===== src/rtl/seq_divider_pkg.sv =====
// Shared arithmetic definitions for the sequential divider.
// Default operand width, FSM states and counter sizing.
package seq_divider_pkg;

  localparam int DIV_WIDTH = 4;

  typedef enum logic [1:0] {
    IDLE,
    RUN,
    DONE
  } div_state_t;

  // Counter must hold the values 0..w.
  function automatic int cnt_width(input int w);
    return $clog2(w + 1);
  endfunction

  localparam int DIV_CW = cnt_width(DIV_WIDTH);

endpackage


===== src/rtl/seq_divider_ripple_subtractor.sv =====
// N-bit ripple subtractor: a + ~b + 1 through a full-adder chain.
// carry_out high means no borrow (a >= b).
module ripple_subtractor #(
  parameter int N = 5
) (
  input  logic [N-1:0] a,
  input  logic [N-1:0] b,
  output logic [N-1:0] diff,
  output logic         carry_out
);

  logic [N:0]   c;
  logic [N-1:0] nb;

  assign nb   = ~b;
  assign c[0] = 1'b1;

  genvar i;
  generate
    for (i = 0; i < N; i++) begin : g_fa
      assign diff[i] = a[i] ^ nb[i] ^ c[i];
      assign c[i+1]  = (a[i] & nb[i])
                     | (c[i] & (a[i] ^ nb[i]));
    end
  endgenerate

  assign carry_out = c[N];

endmodule


===== src/rtl/seq_divider.sv =====
// Multi-cycle unsigned restoring divider, one quotient bit
// per clock, with one-cycle done pulse and held results.
module seq_divider
  import seq_divider_pkg::*;
#(
  parameter int WIDTH = DIV_WIDTH
) (
  input  logic             clk,
  input  logic             rst,
  input  logic             start,
  input  logic [WIDTH-1:0] dividend,
  input  logic [WIDTH-1:0] divisor,
  output logic             busy,
  output logic             done,
  output logic [WIDTH-1:0] quotient,
  output logic [WIDTH-1:0] remainder,
  output logic             div_by_zero
);

  localparam int CW = cnt_width(WIDTH);

  div_state_t state;

  logic [CW-1:0]    cnt;
  logic [WIDTH-1:0] dvd_sh;
  logic [WIDTH-1:0] dvs;
  logic [WIDTH-1:0] q_sh;
  logic [WIDTH-1:0] p;

  logic [WIDTH:0]   p_sh;
  logic [WIDTH:0]   trial;
  logic [WIDTH:0]   p_sel;
  logic             no_borrow;
  logic [WIDTH-1:0] q_nx;
  logic             last;
  logic             unused_msb;

  // Shift the next dividend bit into the partial remainder.
  assign p_sh = {p, dvd_sh[WIDTH-1]};

  ripple_subtractor #(
    .N (WIDTH + 1)
  ) u_sub (
    .a         (p_sh),
    .b         ({1'b0, dvs}),
    .diff      (trial),
    .carry_out (no_borrow)
  );

  // Restore on borrow; the kept remainder always fits WIDTH bits.
  assign p_sel      = no_borrow ? trial : p_sh;
  assign unused_msb = p_sel[WIDTH];
  assign q_nx       = {q_sh[WIDTH-2:0], no_borrow};
  assign last       = (cnt == CW'(WIDTH - 1));

  // Divider FSM, datapath shift registers and result registers.
  always_ff @(posedge clk) begin
    if (rst) begin
      state       <= IDLE;
      cnt         <= '0;
      dvd_sh      <= '0;
      dvs         <= '0;
      q_sh        <= '0;
      p           <= '0;
      busy        <= 1'b0;
      done        <= 1'b0;
      quotient    <= '0;
      remainder   <= '0;
      div_by_zero <= 1'b0;
    end else begin
      done <= 1'b0;
      unique case (state)
        IDLE, DONE: begin
          if (start) begin
            dvd_sh <= dividend;
            dvs    <= divisor;
            p      <= '0;
            q_sh   <= '0;
            cnt    <= '0;
            if (divisor != '0) begin
              state       <= RUN;
              busy        <= 1'b1;
              quotient    <= '0;
              remainder   <= '0;
              div_by_zero <= 1'b0;
            end else begin
              state       <= DONE;
              done        <= 1'b1;
              quotient    <= '1;
              remainder   <= dividend;
              div_by_zero <= 1'b1;
            end
          end else begin
            state <= IDLE;
          end
        end
        RUN: begin
          p      <= p_sel[WIDTH-1:0];
          q_sh   <= q_nx;
          dvd_sh <= dvd_sh << 1;
          cnt    <= cnt + 1'b1;
          if (last) begin
            state     <= DONE;
            busy      <= 1'b0;
            done      <= 1'b1;
            quotient  <= q_nx;
            remainder <= p_sel[WIDTH-1:0];
          end
        end
        default: begin
          state <= IDLE;
        end
      endcase
    end
  end

endmodule


===== config.mk =====
export PLATFORM = sky130hd
export DESIGN_NAME = seq_divider
export DESIGN_NICKNAME = d
export VERILOG_FILES = /design/src/rtl/seq_divider_pkg.sv /design/src/rtl/seq_divider_ripple_subtractor.sv /design/src/rtl/seq_divider.sv
export SDC_FILE = /design/constraint.sdc
export NUM_CORES = 1
export LEC_CHECK = 0
export ABC_AREA = 1
export BUFFER_PORTS_ARGS = -buffer_cell sky130_fd_sc_hd__clkbuf_2
export CAP_MARGIN = 0
export CORE_ASPECT_RATIO = 1.5
export CORE_MARGIN = 10
export CORE_UTILIZATION = 47
export CTS_CLUSTER_SIZE = 10
export DETAILED_ROUTE_END_ITERATION = 10
export PLACE_DENSITY_LB_ADDON = 0.25
export SLEW_MARGIN = 20
export SYNTH_ARGS = -nofsm -noshare
export SYNTH_HDL_FRONTEND = slang
export SYNTH_SLANG_ARGS = --single-unit

===== constraint.sdc =====
create_clock -name clk -period 2.4 [get_ports clk]
set_input_delay 0.12 -clock clk [delete_from_list [all_inputs] [get_ports clk]]
set_output_delay 0.12 -clock clk [all_outputs]
set_load 0.02 [all_outputs]

# == Word level (Yosys, flattened, before mapping) ==
# Index checks and enable logic that the tools add are counted.
# totals
elab_cells,78
rom_bits,0
mem_bits_rw,0
latch_bits,0
memories,0
inputBits,11
regBits,31
output_inout_bits,11
# classes
shifts,0
mux,28
n_addsub,1
n_eq_ne,6
div,0
multipliers,0
reduce_logical,8
bitwise,24
n_lt_le_gt_ge,0
# op_table
operator,n
$mux 4,9
$pmux 4 s2,4
$pmux 3 s2,2
$and 1x1->1,9
$xor 1x1->1,8
$mux 1,6
$mux 2,3
$ne 2x2->1 const B,3
$not 4->5,1
$or 1x1->1,5
$pmux 1 s2,2
$pmux 2 s2,1
$reduce_and 2->1,2
$reduce_and 4->1,1
$reduce_bool 4->1,1
$add 3x1->3 const B,1
$eq 3x2->1 const B,1
$mux 3,1
$reduce_and 3->1,1
$eq 2x1->1 const B,1
$eq 2x2->1 const B,1
$logic_not 2->1,1
$reduce_bool 2->1,1
$reduce_or 2->1,1
$not 1->1,1

# == Depth between registers and ports, before layout ==
# Gate-level depths: netlist of the first run.
# logic_depth
word_depth,14
mapped_depth,13
ltp_nobuf,13

# == Modules after synthesis ==
# A second synthesis of the first run with hierarchy kept.
# unflattened
cells_unflattened,201
hier_area_um2,1437.6
# by_module_without_submodules
mod,area_each_um2,n_inst,cells_per_inst
seq_divider,1303.8,1,185
ripple_subtractor,133.9,1,16

# == Worst setup path before layout of the first run ==
# Ideal clock, no wire load.
# synth_path
kind,reg-to-reg
start,register dvd_sh[3]
end,register remainder[1]
slack_ps,299
path_stages_with_launch,14
t_required_ps,2291
arrival_time_ps,1992
n_path_buf,0
path_cell_list,dfxtp_1 -> inv_1 -> ha_1 -> inv_1 -> fa_1 -> inv_1 -> fa_1 -> fa_1 -> nand2_1 -> nand2_1 -> nand3_1 -> nand3_1 -> nand2_1 -> inv_1
# synth_between
elab_chain_len,13
word_cells_on_any_way,15
classes_between,3 x mux; 12 x bitwise
# synth_lines
element,line,text
"start, declared",seq_divider.sv:25,logic [WIDTH-1:0] dvd_sh;
"start signal, assigned",seq_divider.sv:75,dvd_sh <= dividend;
"start signal, assigned",seq_divider.sv:100,dvd_sh <= dvd_sh << 1;
$and 1x1->1 or $xor 1x1->1 (tied branches),"seq_divider_ripple_subtractor.sv:22, seq_divider_ripple_subtractor.sv:23",
$or 1x1->1 (*),seq_divider_ripple_subtractor.sv:23,| (c[i] & (a[i] ^ nb[i]));
$and 1x1->1,seq_divider_ripple_subtractor.sv:23,
$or 1x1->1,seq_divider_ripple_subtractor.sv:23,
$and 1x1->1,seq_divider_ripple_subtractor.sv:23,
$or 1x1->1,seq_divider_ripple_subtractor.sv:23,
$and 1x1->1,seq_divider_ripple_subtractor.sv:23,
$or 1x1->1,seq_divider_ripple_subtractor.sv:23,
$and 1x1->1,seq_divider_ripple_subtractor.sv:23,
$or 1x1->1,seq_divider_ripple_subtractor.sv:23,
$mux 4 (*),seq_divider.sv:51,assign p_sel = no_borrow ? trial : p_sh;
$mux 4 (*),seq_divider.sv:102,if (last) begin
$pmux 4 s2 (*),seq_divider.sv:72,unique case (state)
"end signal, assigned",seq_divider.sv:90,remainder <= dividend;
"end signal, assigned",seq_divider.sv:107,remainder <= p_sel[WIDTH-1:0];
"end, declared",seq_divider.sv:16,"output logic [WIDTH-1:0] remainder,"
# Every way passes the cells marked *; elsewhere a longest branch is shown, timed or not. The select of a mux whose other input is x is not followed.
# A chain may end at the register's enable or synchronous reset.

# == Final worst setup path of the first run ==
# layout_path
start,register dvd_sh[3]
end,register remainder[2]
# layout_between
elab_chain_len,13
word_cells_on_any_way,15
classes_between,3 x mux; 12 x bitwise
# layout_lines
element,line
$and 1x1->1 or $xor 1x1->1 (tied branches),"seq_divider_ripple_subtractor.sv:22, seq_divider_ripple_subtractor.sv:23"
$or 1x1->1 (*),seq_divider_ripple_subtractor.sv:23
$and 1x1->1 (*),seq_divider_ripple_subtractor.sv:23
$or 1x1->1 (*),seq_divider_ripple_subtractor.sv:23
$and 1x1->1,seq_divider_ripple_subtractor.sv:23
$or 1x1->1,seq_divider_ripple_subtractor.sv:23
$and 1x1->1,seq_divider_ripple_subtractor.sv:23
$or 1x1->1,seq_divider_ripple_subtractor.sv:23
$and 1x1->1,seq_divider_ripple_subtractor.sv:23
$or 1x1->1,seq_divider_ripple_subtractor.sv:23
$mux 4 (*),seq_divider.sv:51
$mux 4 (*),seq_divider.sv:102
$pmux 4 s2 (*),seq_divider.sv:72
# Marks and branches as above.

==> reports/results.txt, run 1 <==
run status: finished clean
share of synthesized flip-flops with an asynchronous set or reset: 0%
commonest cells after routing, fill and taps aside: sky130_fd_sc_hd__nand2_1 (39), sky130_fd_sc_hd__inv_1 (36), sky130_fd_sc_hd__dfxtp_1 (31)
multi-input combinational cell area: 671 sq um
power density over the cells: 721 nW/um^2
H-tree depth: 2
number of synthesized register bits: 31
cell type group with the largest total delay on the critical path: adder cells
total iterations of the first detailed-routing run: 4
Max Slew Vio Count: 0
clock tree sinks: 31
unrepaired setup endpoints after global routing: no
total global routing overflow: 0
cell total after placement: 258
global router's overall resource usage: 11.8%
Crit Path Max Fanout: 5
most common flop cell mapped by yosys: sky130_fd_sc_hd__dfxtp_1
post-CTS setup buffer count: 0
horizontal die dimension: 65.8 microns
count of flip-flops with a built-in enable after synthesis: 0
number of ports placed on the die boundary: 22
most frequent CP cell: sky130_fd_sc_hd__inv_1
full die area: 5840 sq um
Syn Std Cell Area: 1480 sq um
initial core utilization: 49.8%
list of cells traversed by the critical path: inv_1 -> ha_1 -> inv_1 -> fa_1 -> inv_1 -> fa_1 -> fa_2 -> nand2_2 -> nand2_1 -> nand3_1 -> nand3_1 -> nand2_1 -> inv_1
largest net degree at the start of global routing: 20
routability-driven placement congestion ratio: 0.918
worst-margin pin slew: 0.406 ns
antenna violations before repair: 0
TritonCTS clock tree: built
CORE AREA: 2970 sq um
Worst Clk Skew: 0.00598 ns
First DRT Iteration DRCs: 19
worst vdd rail ir drop: 478 uV
Worst EP arrival: 2.36 ns
worst skew pair latency: 0.29 ns
kind of start point of the critical path: flip-flop
cell count after synthesis: 205
cell area reported after detailed placement: 1590 sq um
maximum single-stage delay on the critical path: 0.40 ns
post-detailed-placement half-perimeter wirelength: 2440 microns
register clock-pin slew on the reported worst setup and hold paths: 0.06 ns
clock buffers created by TritonCTS: 5
number of fill cells: 295
routed wire length: 3210 microns
average routed wire per standard cell: 12.1 microns
number of DRC violations after detailed routing: 0
sequential element share of the synthesized area: 41.9%
Final nets: 243
average instance area after synthesis: 7.22 sq um
combined buffer and inverter count along the critical path: 4
most frequent standard cell in the layout excluding fill and tap cells: sky130_fd_sc_hd__nand2_1
Fmax achieved: 459 MHz
slowest cell on the critical path: sky130_fd_sc_hd__fa_2
final antenna diode count: 0
Hold Vio Cnt, Final: 0
fin crit period: 2.18 ns
warning count from the yosys run: 0
maximum clock insertion buffer count: 2
Final setup violation count: 0
class of the most critical hold timing path: in2reg
share of the clock period used by the worst path after layout: 90.7%
total number of vias: 1,272
max-cap violation count: 0
Post-DRT Antenna Nets: 0
Max-Slew Margin vs Limit: 72.8%
layout overhead on the synthesized area: 13.0%
path type of the worst setup path: reg2reg
vias per inst: 4.78
via count of the first global-routing pass: 1,279
net count after synthesis: 222
final-layout setup total negative slack: 0 ns
overall die height: 88.7 microns
static leakage: 0.809 nW
Unique masters post-synth: 22
floorplan row count: 24
required time reported for the critical path endpoint: 2.59 ns
wire length of the first global-routing pass: 5330 microns
Final Instance Count excl. Fillers: 266
area taken by flip-flops and latches: 621 sq um
share of final-layout standard cells stronger than drive strength 1: 16.3%
number of input and output port buffers inserted: 21
type of element capturing the critical path: flip-flop
final std cell area, no fill: 1670 sq um
Root Driver: sky130_fd_sc_hd__clkbuf_8
[layer usage]
layer  global-route usage (%)  vias up  part of all wire [%]
li1                         -      670                     -
met1                     10.5      562                    39
met2                     21.4       27                    52
met3                     4.56       13                   6.0
met4                     7.81        0                   3.8
met5                        0        -                     0
[report_power, final]
group / total, mW / switching (mW) / internal, mW
Sequential: 0.573 / 0.0207 / 0.552
Combinational: 0.244 / 0.156 / 0.0883
Clock: 0.390 / 0.187 / 0.203
Total: 1.21 / 0.363 / 0.843
[per-stage QoR]
stage / hold slack [ns] / util, % / worst slack (ns) / power, mW
2_1_floorplan: 0.268 / - / 0.299 / 0.767
3_3_place_gp: 0.381 / 53.4 / 0.185 / 0.823
3_5_place_dp: 0.384 / 53.4 / 0.115 / 0.824
4_1_cts: 0.0821 / 56.1 / 0.105 / 1.22
5_1_grt: 0.0882 / 56.3 / 0.0292 / 1.28
6_report: 0.0879 / 56.3 / 0.222 / 1.21
[cells in the mapped netlist, types with 2 or more instances]
| master | n | area (sq um) |
|---|---|---|
| sky130_fd_sc_hd__a21oi_1 | 25 | 125 |
| sky130_fd_sc_hd__buf_2 | 2 | 10.0 |
| sky130_fd_sc_hd__buf_6 | 2 | 22.5 |
| sky130_fd_sc_hd__dfxtp_1 | 31 | 621 |
| sky130_fd_sc_hd__fa_1 | 3 | 60.1 |
| sky130_fd_sc_hd__ha_1 | 3 | 37.5 |
| sky130_fd_sc_hd__inv_1 | 36 | 135 |
| sky130_fd_sc_hd__inv_2 | 3 | 11.3 |
| sky130_fd_sc_hd__nand2_1 | 40 | 150 |
| sky130_fd_sc_hd__nand3_1 | 13 | 65.1 |
| sky130_fd_sc_hd__nand3b_1 | 4 | 30.0 |
| sky130_fd_sc_hd__nor2_1 | 22 | 82.6 |
| sky130_fd_sc_hd__nor2_4 | 2 | 22.5 |
| sky130_fd_sc_hd__o21ai_0 | 9 | 45.0 |
| sky130_fd_sc_hd__o21ai_1 | 3 | 15.0 |
[worst reg2reg max path: stages, from the launching register on]
cell and delay, ns:
sky130_fd_sc_hd__dfxtp_1 0.33, sky130_fd_sc_hd__inv_1 0.06, sky130_fd_sc_hd__ha_1 0.18, sky130_fd_sc_hd__inv_1 0.06, sky130_fd_sc_hd__fa_1 0.16, sky130_fd_sc_hd__inv_1 0.05
sky130_fd_sc_hd__fa_1 0.38, sky130_fd_sc_hd__fa_2 0.40, sky130_fd_sc_hd__nand2_2 0.13, sky130_fd_sc_hd__nand2_1 0.06, sky130_fd_sc_hd__nand3_1 0.09, sky130_fd_sc_hd__nand3_1 0.09
sky130_fd_sc_hd__nand2_1 0.07, sky130_fd_sc_hd__inv_1 0.03
[final timing paths]
| kind | startpoint | to | slack [ns] | cells after the start |
|---|---|---|---|---|
| max | dvd_sh[3] | remainder[2] | 0.22 | 13 |
| min | dividend[0] | dvd_sh[0] | 0.09 | 3 |
| max reg2reg | dvd_sh[3] | remainder[2] | 0.22 | 13 |
| min reg2reg | dvd_sh[0] | dvd_sh[0] | 0.46 | 2 |
[logic make-up (layout without fill, tap and decap cells)]
| group | after synthesis | in the layout | share of synthesized area, % |
|---|---|---|---|
| compound gates | 38 | 38 | 13.1 |
| fa+ha+maj | 6 | 6 | 6.59 |
| buf+inv | 46 | 68 | 13.1 |
| flops | 31 | 31 | 41.9 |
| simple gates | 84 | 84 | 25.3 |
[final cells by class]
type	instances	area share [%]
flip-flops and latches	31	37.1
well taps	39	2.92
clock buffers	7	4.56
clock inverters	1	0.299
repair buffers	21	6.28
inverters	39	8.75
multi-input cells	128	40.1
[registers in the layout, summed over array words and instances (netlist names)]
register	count
busy	1
cnt	3
div_by_zero	1
done	1
dvd_sh	4
dvs	4
p	4
q_sh	3
quotient	4
remainder	4
state	2
[timing repair]
item                       CTS  global route
resized for setup            0             2
hold buffers                 0             0
setup endpoints to repair    0             4
Power figures use the tool's default switching activity.
==> run 2, diff against run 1 <==
Settings changed: GPL_TIMING_DRIVEN set to 0.
==> run 2 against run 1 <==
Register-to-register slack got worse by 0.04 ns. Worst setup slack got worse by 0.041 ns. Sequential share of layout area fell by 1.3 points. Critical path depth did not move. Design area rose by 3.7%. Critical path type unchanged. Utilization rose by 2.1 points. Combinational power rose by 5%. First-iteration DRC count rose by 26%. Non-clock buffer count rose by 6. Count of clock-buffer cells in the layout rose by 1.
==> reports/results.txt, run 2 (same netlist as run 1, synthesis figures left out) <==
run status: finished clean
Net Sw Frac: 28.7% (-1.4 points)
type of element capturing the critical path: flip-flop
Pint: 910 uW (+7.9%)
most frequent standard cell in the layout excluding fill and tap cells: sky130_fd_sc_hd__nand2_1
fraction of power consumed by sequential logic: 44.9% (-2.6 points)
CORE AREA: 2970 sq um (unchanged)
fin crit period: 2.22 ns (+0.0409 ns)
Worst Clk Skew: 0.00500 ns (-0.000976 ns)
Final nets: 249 (+2.5%)
Post-CTS Hold Fix Bufs: 0 (unchanged)
highest-utilization routing layer at the global route stage: met2
most frequent CP cell: sky130_fd_sc_hd__inv_1
list of cells traversed by the critical path: inv_1 -> ha_1 -> inv_1 -> fa_1 -> inv_1 -> fa_1 -> fa_2 -> nand2_2 -> nand2_1 -> nand3_1 -> nand3_1 -> nand2_1 -> inv_1
Reg-to-Reg End: remainder[1]
floorplan row count: 24 (unchanged)
First DRT Iteration DRCs: 24 (+5)
end point of the critical path: remainder[1]
power density over the cells: 736 nW/um^2 (+2.1%)
global router's overall resource usage: 12.4% (+0.56 points)
met3 track utilization from global routing: 4.43% (-0.13 points)
Worst EP arrival: 2.40 ns (+0.04 ns)
overall die height: 88.7 microns (unchanged)
number of ports placed on the die boundary: 22 (unchanged)
wire length of the first global-routing pass: 5640 microns (+6.0%)
average routed wire per standard cell: 12.3 microns (+1.8%)
clock tree sinks: 31 (unchanged)
Root Driver: sky130_fd_sc_hd__clkbuf_8
horizontal die dimension: 65.8 microns (unchanged)
fraction of met1 tracks used by global routing: 11.3% (+0.86 points)
class of the most critical hold timing path: in2reg
combinational fraction of design power: 20.0% (-0.2 points)
TritonCTS clock tree: built
H-tree depth: 2 (unchanged)
cells on worst reg2reg path: 13 (unchanged)
worst-margin pin slew: 0.486 ns (+0.0795 ns)
number of DRC violations after detailed routing: 0 (unchanged)
maximum clock insertion buffer count: 2 (unchanged)
cell area reported after detailed placement: 1630 sq um (+2.7%)
total iterations of the first detailed-routing run: 4 (unchanged)
number of input and output port buffers inserted: 20 (-4.8%)
Fmax achieved: 451 MHz (-1.8%)
total global routing overflow: 0 (unchanged)
vias per inst: 4.86 (+1.6%)
routability-driven placement congestion ratio: 0.768 (-16%)
initial core utilization: 49.8% (unchanged)
switching power: 367 uW (+0.98%)
post-CTS setup buffer count: 0 (unchanged)
worst skew pair latency: 0.28 ns (about the same)
final antenna diode count: 0 (unchanged)
Max-Slew Margin vs Limit: 67.6% (-5.2 points)
Max Slew Vio Count: 0 (unchanged)
path type of the worst setup path: reg2reg
full die area: 5840 sq um (unchanged)
max-cap violation count: 0 (unchanged)
antenna violations before repair: 0 (unchanged)
final std cell area, no fill: 1730 sq um (+3.7%)
layout overhead on the synthesized area: 17.2%
Hold Vio Cnt, Final: 0 (unchanged)
total number of vias: 1,321 (+3.9%)
Post-DRT Antenna Nets: 0 (unchanged)
post-detailed-placement half-perimeter wirelength: 2500 microns (+2.7%)
combined buffer and inverter count along the critical path: 4 (unchanged)
via count of the first global-routing pass: 1,306 (+2.1%)
clock buffers created by TritonCTS: 5 (unchanged)
final-layout setup total negative slack: 0 ns (unchanged)
commonest cells after routing, fill and taps aside: sky130_fd_sc_hd__nand2_1 (39), sky130_fd_sc_hd__inv_1 (36), sky130_fd_sc_hd__dfxtp_1 (31)
slowest cell on the critical path: sky130_fd_sc_hd__fa_2
cell type group with the largest total delay on the critical path: adder cells
register clock-pin slew on the reported worst setup and hold paths: 0.06 ns (about the same)
unrepaired setup endpoints after global routing: no
Stages on worst setup path: 13 (unchanged)
Crit Path Max Fanout: 5 (unchanged)
clock network fraction of total power: 35.1% (+2.8 points)
met2 track utilization from global routing: 23.1% (+1.7 points)
largest net degree at the start of global routing: 11 (-45%)
Final setup violation count: 0 (unchanged)
maximum single-stage delay on the critical path: 0.40 ns (about the same)
routed wire length: 3340 microns (+4.1%)
share of final-layout standard cells stronger than drive strength 1: 18.0% (+1.7 points)
FF-to-FF setup slack: 0.18 ns (-0.04 ns)
kind of start point of the critical path: flip-flop
required time reported for the critical path endpoint: 2.58 ns (about the same)
launch instance of the worst register-to-register path: dvd_sh[3]
Worst setup startpoint: dvd_sh[3]
static leakage: 0.842 nW (+4.0%)
number of fill cells: 299 (+1.4%)
share of the clock period used by the worst path after layout: 92.5% (+1.7 points)
worst vdd rail ir drop: 484 uV (+1.2%)
==> run 2: area by class of cell <==
class | count | area [sq um] | share of cell area, %
plain buffers | 7 | 47.5 | 2.74
clock buffers | 8 | 100 | 5.77
inverters | 39 | 146 | 8.44
multi-input cells | 128 | 671 | 38.7
flip-flops and latches | 31 | 621 | 35.8
well taps | 39 | 48.8 | 2.81
repair buffers | 20 | 100 | 5.77
==> run 2: worst min path at each step <==
stage	to	depth (start not counted)	slack, ns	from
after floorplan	dvs[0]	2	0.27	divisor[0]
after global placement	dvd_sh[0]	3	0.38	dividend[0]
after detailed placement	dvs[3]	3	0.39	divisor[3]
after CTS	dvd_sh[0]	3	0.09	dividend[0]
after global routing	dvd_sh[0]	3	0.09	dividend[0]
final	dvs[0]	3	0.09	divisor[0]
==> run 2: power groups by stage <==
stage	clock [mW]	sequential (mW)	combinational [mW]
after floorplan	0	0.598	0.169
after global placement	0	0.584	0.247
after detailed placement	0	0.584	0.253
after CTS	0.453	0.573	0.255
after global routing	0.475	0.578	0.292
final	0.448	0.573	0.255
==> run 2: tightest hold or removal path, cell delays in order <==
cell	delay, ns
sky130_fd_sc_hd__clkbuf_2	0.09
sky130_fd_sc_hd__inv_1	0.06
sky130_fd_sc_hd__a21oi_1	0.06
==> run 2: metal layers <==
metal  vias to the layer above  part of all wire [%]
met3                         9                   5.2
met4                         0                   2.5
met2                        30                    55
li1                        686                     -
met1                       596                    37
met5                         -                     0
==> run 2: metrics by stage <==
| stage | std cells | hold slack (ns) | worst slack (ns) | total power [mW] | utilization, % |
|---|---|---|---|---|---|
| finish | 272 | 0.0882 | 0.181 | 1.28 | 58.3 |
| global route | 272 | 0.0939 | 0.0215 | 1.35 | 58.3 |
| CTS | 272 | 0.0889 | 0.0188 | 1.28 | 58.2 |
| detailed placement | 264 | 0.386 | 0.0433 | 0.837 | 54.8 |
| global placement | 264 | 0.382 | 0.0509 | 0.831 | 54.8 |
| floorplan | 205 | 0.268 | 0.299 | 0.767 | - |
==> run 2: repair_timing <==
item	4_1_cts	5_1_grt
hold endpoints to repair	0	0
resized for setup	0	2
setup endpoints to repair	0	9
==> run 3, diff against run 2 <==
Settings changed: CORE_ASPECT_RATIO 1.5 to not set, CORE_UTILIZATION 47 to 55.
==> run 3 against run 2 <==
Hold slack worse by 0.066 ns. Via count fell by 0.98%. First-iteration DRC count rose by 140%. Design area is 0.36% lower. Die area decreased by 12%. Worst setup slack got worse by 0.0088 ns. Total power rose by 4.9%. Combinational power about the same. Fmax shrank 0.40%. Critical endpoint unchanged. Largest power group unchanged.
==> reports/results.txt, run 3 (same netlist as run 1, synthesis figures left out) <==
vias per inst: 4.97 (+2.4%)
number of ports placed on the die boundary: 22 (unchanged)
Final nets: 249 (unchanged)
Final setup violation count: 0 (unchanged)
worst-margin pin slew: 0.465 ns (-0.0211 ns)
number of DRC violations after detailed routing: 0 (unchanged)
post-layout worst setup margin: 0.172 ns (-0.00880 ns)
Pint: 971 uW (+6.8%)
antenna violations before repair: 0 (unchanged)
path type of the worst setup path: reg2reg
final-layout setup total negative slack: 0 ns (unchanged)
hold path start: dividend[0]
overall power after layout: 1.34 mW (+4.9%)
average routed wire per standard cell: 11.9 microns (-3.0%)
Worst EP arrival: 2.47 ns (+0.07 ns)
Post-DRT Antenna Nets: 0 (unchanged)
switching power: 368 uW (+0.30%)
unrepaired setup endpoints after global routing: no
total iterations of the first detailed-routing run: 4 (unchanged)
Net Sw Frac: 27.5% (-1.3 points)
number of fill cells: 225 (-25%)
most frequent standard cell in the layout excluding fill and tap cells: sky130_fd_sc_hd__nand2_1
capture endpoint of the worst hold path: dvd_sh[0]
via count of the first global-routing pass: 1,199 (-8.2%)
Hold Vio Cnt, Final: 0 (unchanged)
overall die height: 71.9 microns (-19%)
H-tree depth: 2 (unchanged)
run status: finished clean
Max-Slew Margin vs Limit: 69.0% (+1.4 points)
WHS: 0.0220 ns (-0.0662 ns)
First DRT Iteration DRCs: 58 (+140%)
max-cap violation count: 0 (unchanged)
Fmax achieved: 449 MHz (-0.40%)
full die area: 5170 sq um (-12%)
total number of vias: 1,308 (-0.98%)
layout overhead on the synthesized area: 16.7%
global router's overall resource usage: 12.9% (+0.51 points)
class of the most critical hold timing path: in2reg
Worst Clk Skew: 0.00581 ns (+0.000808 ns)
kind of start point of the critical path: flip-flop
Crit Path Max Fanout: 5 (unchanged)
final antenna diode count: 0 (unchanged)
combinational fraction of design power: 19.0% (-1.0 points)
hold-critical path depth: 3 (unchanged)
Max Slew Vio Count: 0 (unchanged)
register clock-pin slew on the reported worst setup and hold paths: 0.10 ns (+0.04 ns)
routed wire length: 3130 microns (-6.2%)
cells on worst reg2reg path: 13 (unchanged)
power density over the cells: 775 nW/um^2 (+5.3%)
clock buffers created by TritonCTS: 5 (unchanged)
worst vdd rail ir drop: 786 uV (+62%)
maximum clock insertion buffer count: 2 (unchanged)
required time reported for the critical path endpoint: 2.64 ns (+0.06 ns)
TritonCTS clock tree: built
clock tree sinks: 31 (unchanged)
Reg-to-Reg End: remainder[1]
clock network fraction of total power: 38.3% (+3.2 points)
post-detailed-placement half-perimeter wirelength: 2350 microns (-6.1%)
wire length of the first global-routing pass: 5310 microns (-5.9%)
Root Driver: sky130_fd_sc_hd__clkbuf_4
number of input and output port buffers inserted: 20 (unchanged)
floorplan row count: 18 (-25%)
FF-to-FF setup slack: 0.17 ns (about the same)
type of element capturing the critical path: flip-flop
CORE AREA: 2520 sq um (-15%)
initial core utilization: 58.7% (+8.9 points)
horizontal die dimension: 71.9 microns (+9.2%)
worst skew pair latency: 0.34 ns (+0.06 ns)
total global routing overflow: 0 (unchanged)
fin crit period: 2.23 ns (+0.00880 ns)
launch instance of the worst register-to-register path: dvd_sh[3]
fraction of power consumed by sequential logic: 42.7% (-2.2 points)
commonest cells after routing, fill and taps aside: sky130_fd_sc_hd__nand2_1 (39), sky130_fd_sc_hd__inv_1 (36), sky130_fd_sc_hd__dfxtp_1 (31)
share of final-layout standard cells stronger than drive strength 1: 18.5% (+0.43 points)
routability-driven placement congestion ratio: 0.808 (+5.2%)
static leakage: 0.841 nW (about the same)
largest net degree at the start of global routing: 12 (+1)
post-place setup slack: 0.0862 ns (+0.0428 ns)
share of the clock period used by the worst path after layout: 92.8% (+0.37 points)
==> run 3: power groups by stage <==
| stage | clock network, mW | logic [mW] | registers [mW] |
|---|---|---|---|
| after floorplan | 0 | 0.169 | 0.598 |
| after global placement | 0 | 0.245 | 0.583 |
| after detailed placement | 0 | 0.249 | 0.584 |
| after CTS | 0.519 | 0.251 | 0.572 |
| after global routing | 0.544 | 0.293 | 0.577 |
| final | 0.512 | 0.255 | 0.572 |
==> run 3: routing by layer <==
metal	vias to the layer above	global-route usage, %	wire, microns
li1	690	-	-
met1	595	13.0	1320
met2	17	23.1	1630
met3	6	5.37	131
met4	0	4.52	47
met5	-	0	0
==> run 3: what timing repair did <==
item                       in CTS  in global routing
hold buffers                    0                  0
setup buffers                   0                  0
resized for setup               0                  2
setup endpoints to repair       0                  5
==> run 3: area by class of cell <==
cell class,count,area [sq um],area share (%)
multi-input cells,128,671,38.8
plain buffers,7,47.5,2.75
clock buffers,5,37.5,2.17
repair buffers,20,100,5.79
well taps,30,37.5,2.17
flip-flops and latches,31,621,35.9
clock inverters,3,67.6,3.91
inverters,39,146,8.47
==> run 3: worst max-delay path by stage <==
stage | from | slack (ns) | depth (start not counted) | end
floorplan | dvd_sh[3] | 0.30 | 13 | remainder[1]
global route | dvd_sh[3] | 0.007 | 13 | remainder[3]
global placement | dvd_sh[3] | 0.07 | 13 | remainder[1]
finish | dvd_sh[3] | 0.17 | 13 | remainder[1]
CTS | dvd_sh[3] | 0.07 | 13 | remainder[1]
detailed placement | dvd_sh[3] | 0.09 | 13 | remainder[1]
==> run 3: worst max-delay path, stage by stage, from the launching register on <==
cell and delay, ns:
sky130_fd_sc_hd__dfxtp_1 0.34, sky130_fd_sc_hd__inv_1 0.06, sky130_fd_sc_hd__ha_1 0.18, sky130_fd_sc_hd__inv_1 0.06, sky130_fd_sc_hd__fa_1 0.15, sky130_fd_sc_hd__inv_1 0.05
sky130_fd_sc_hd__fa_1 0.37, sky130_fd_sc_hd__fa_2 0.40, sky130_fd_sc_hd__nand2_2 0.14, sky130_fd_sc_hd__nand2_1 0.07, sky130_fd_sc_hd__nand3_1 0.11, sky130_fd_sc_hd__nand3_1 0.10
sky130_fd_sc_hd__nand2_1 0.07, sky130_fd_sc_hd__inv_1 0.03
==> run 3: stage by stage <==
stage               util [%]  cell area [sq um]  std cells
finish                  68.5               1730        263
global route            68.5               1730        263
CTS                     68.3               1720        263
detailed placement      64.1               1620        255
global placement        64.1               1620        255
floorplan                  -               1480        205
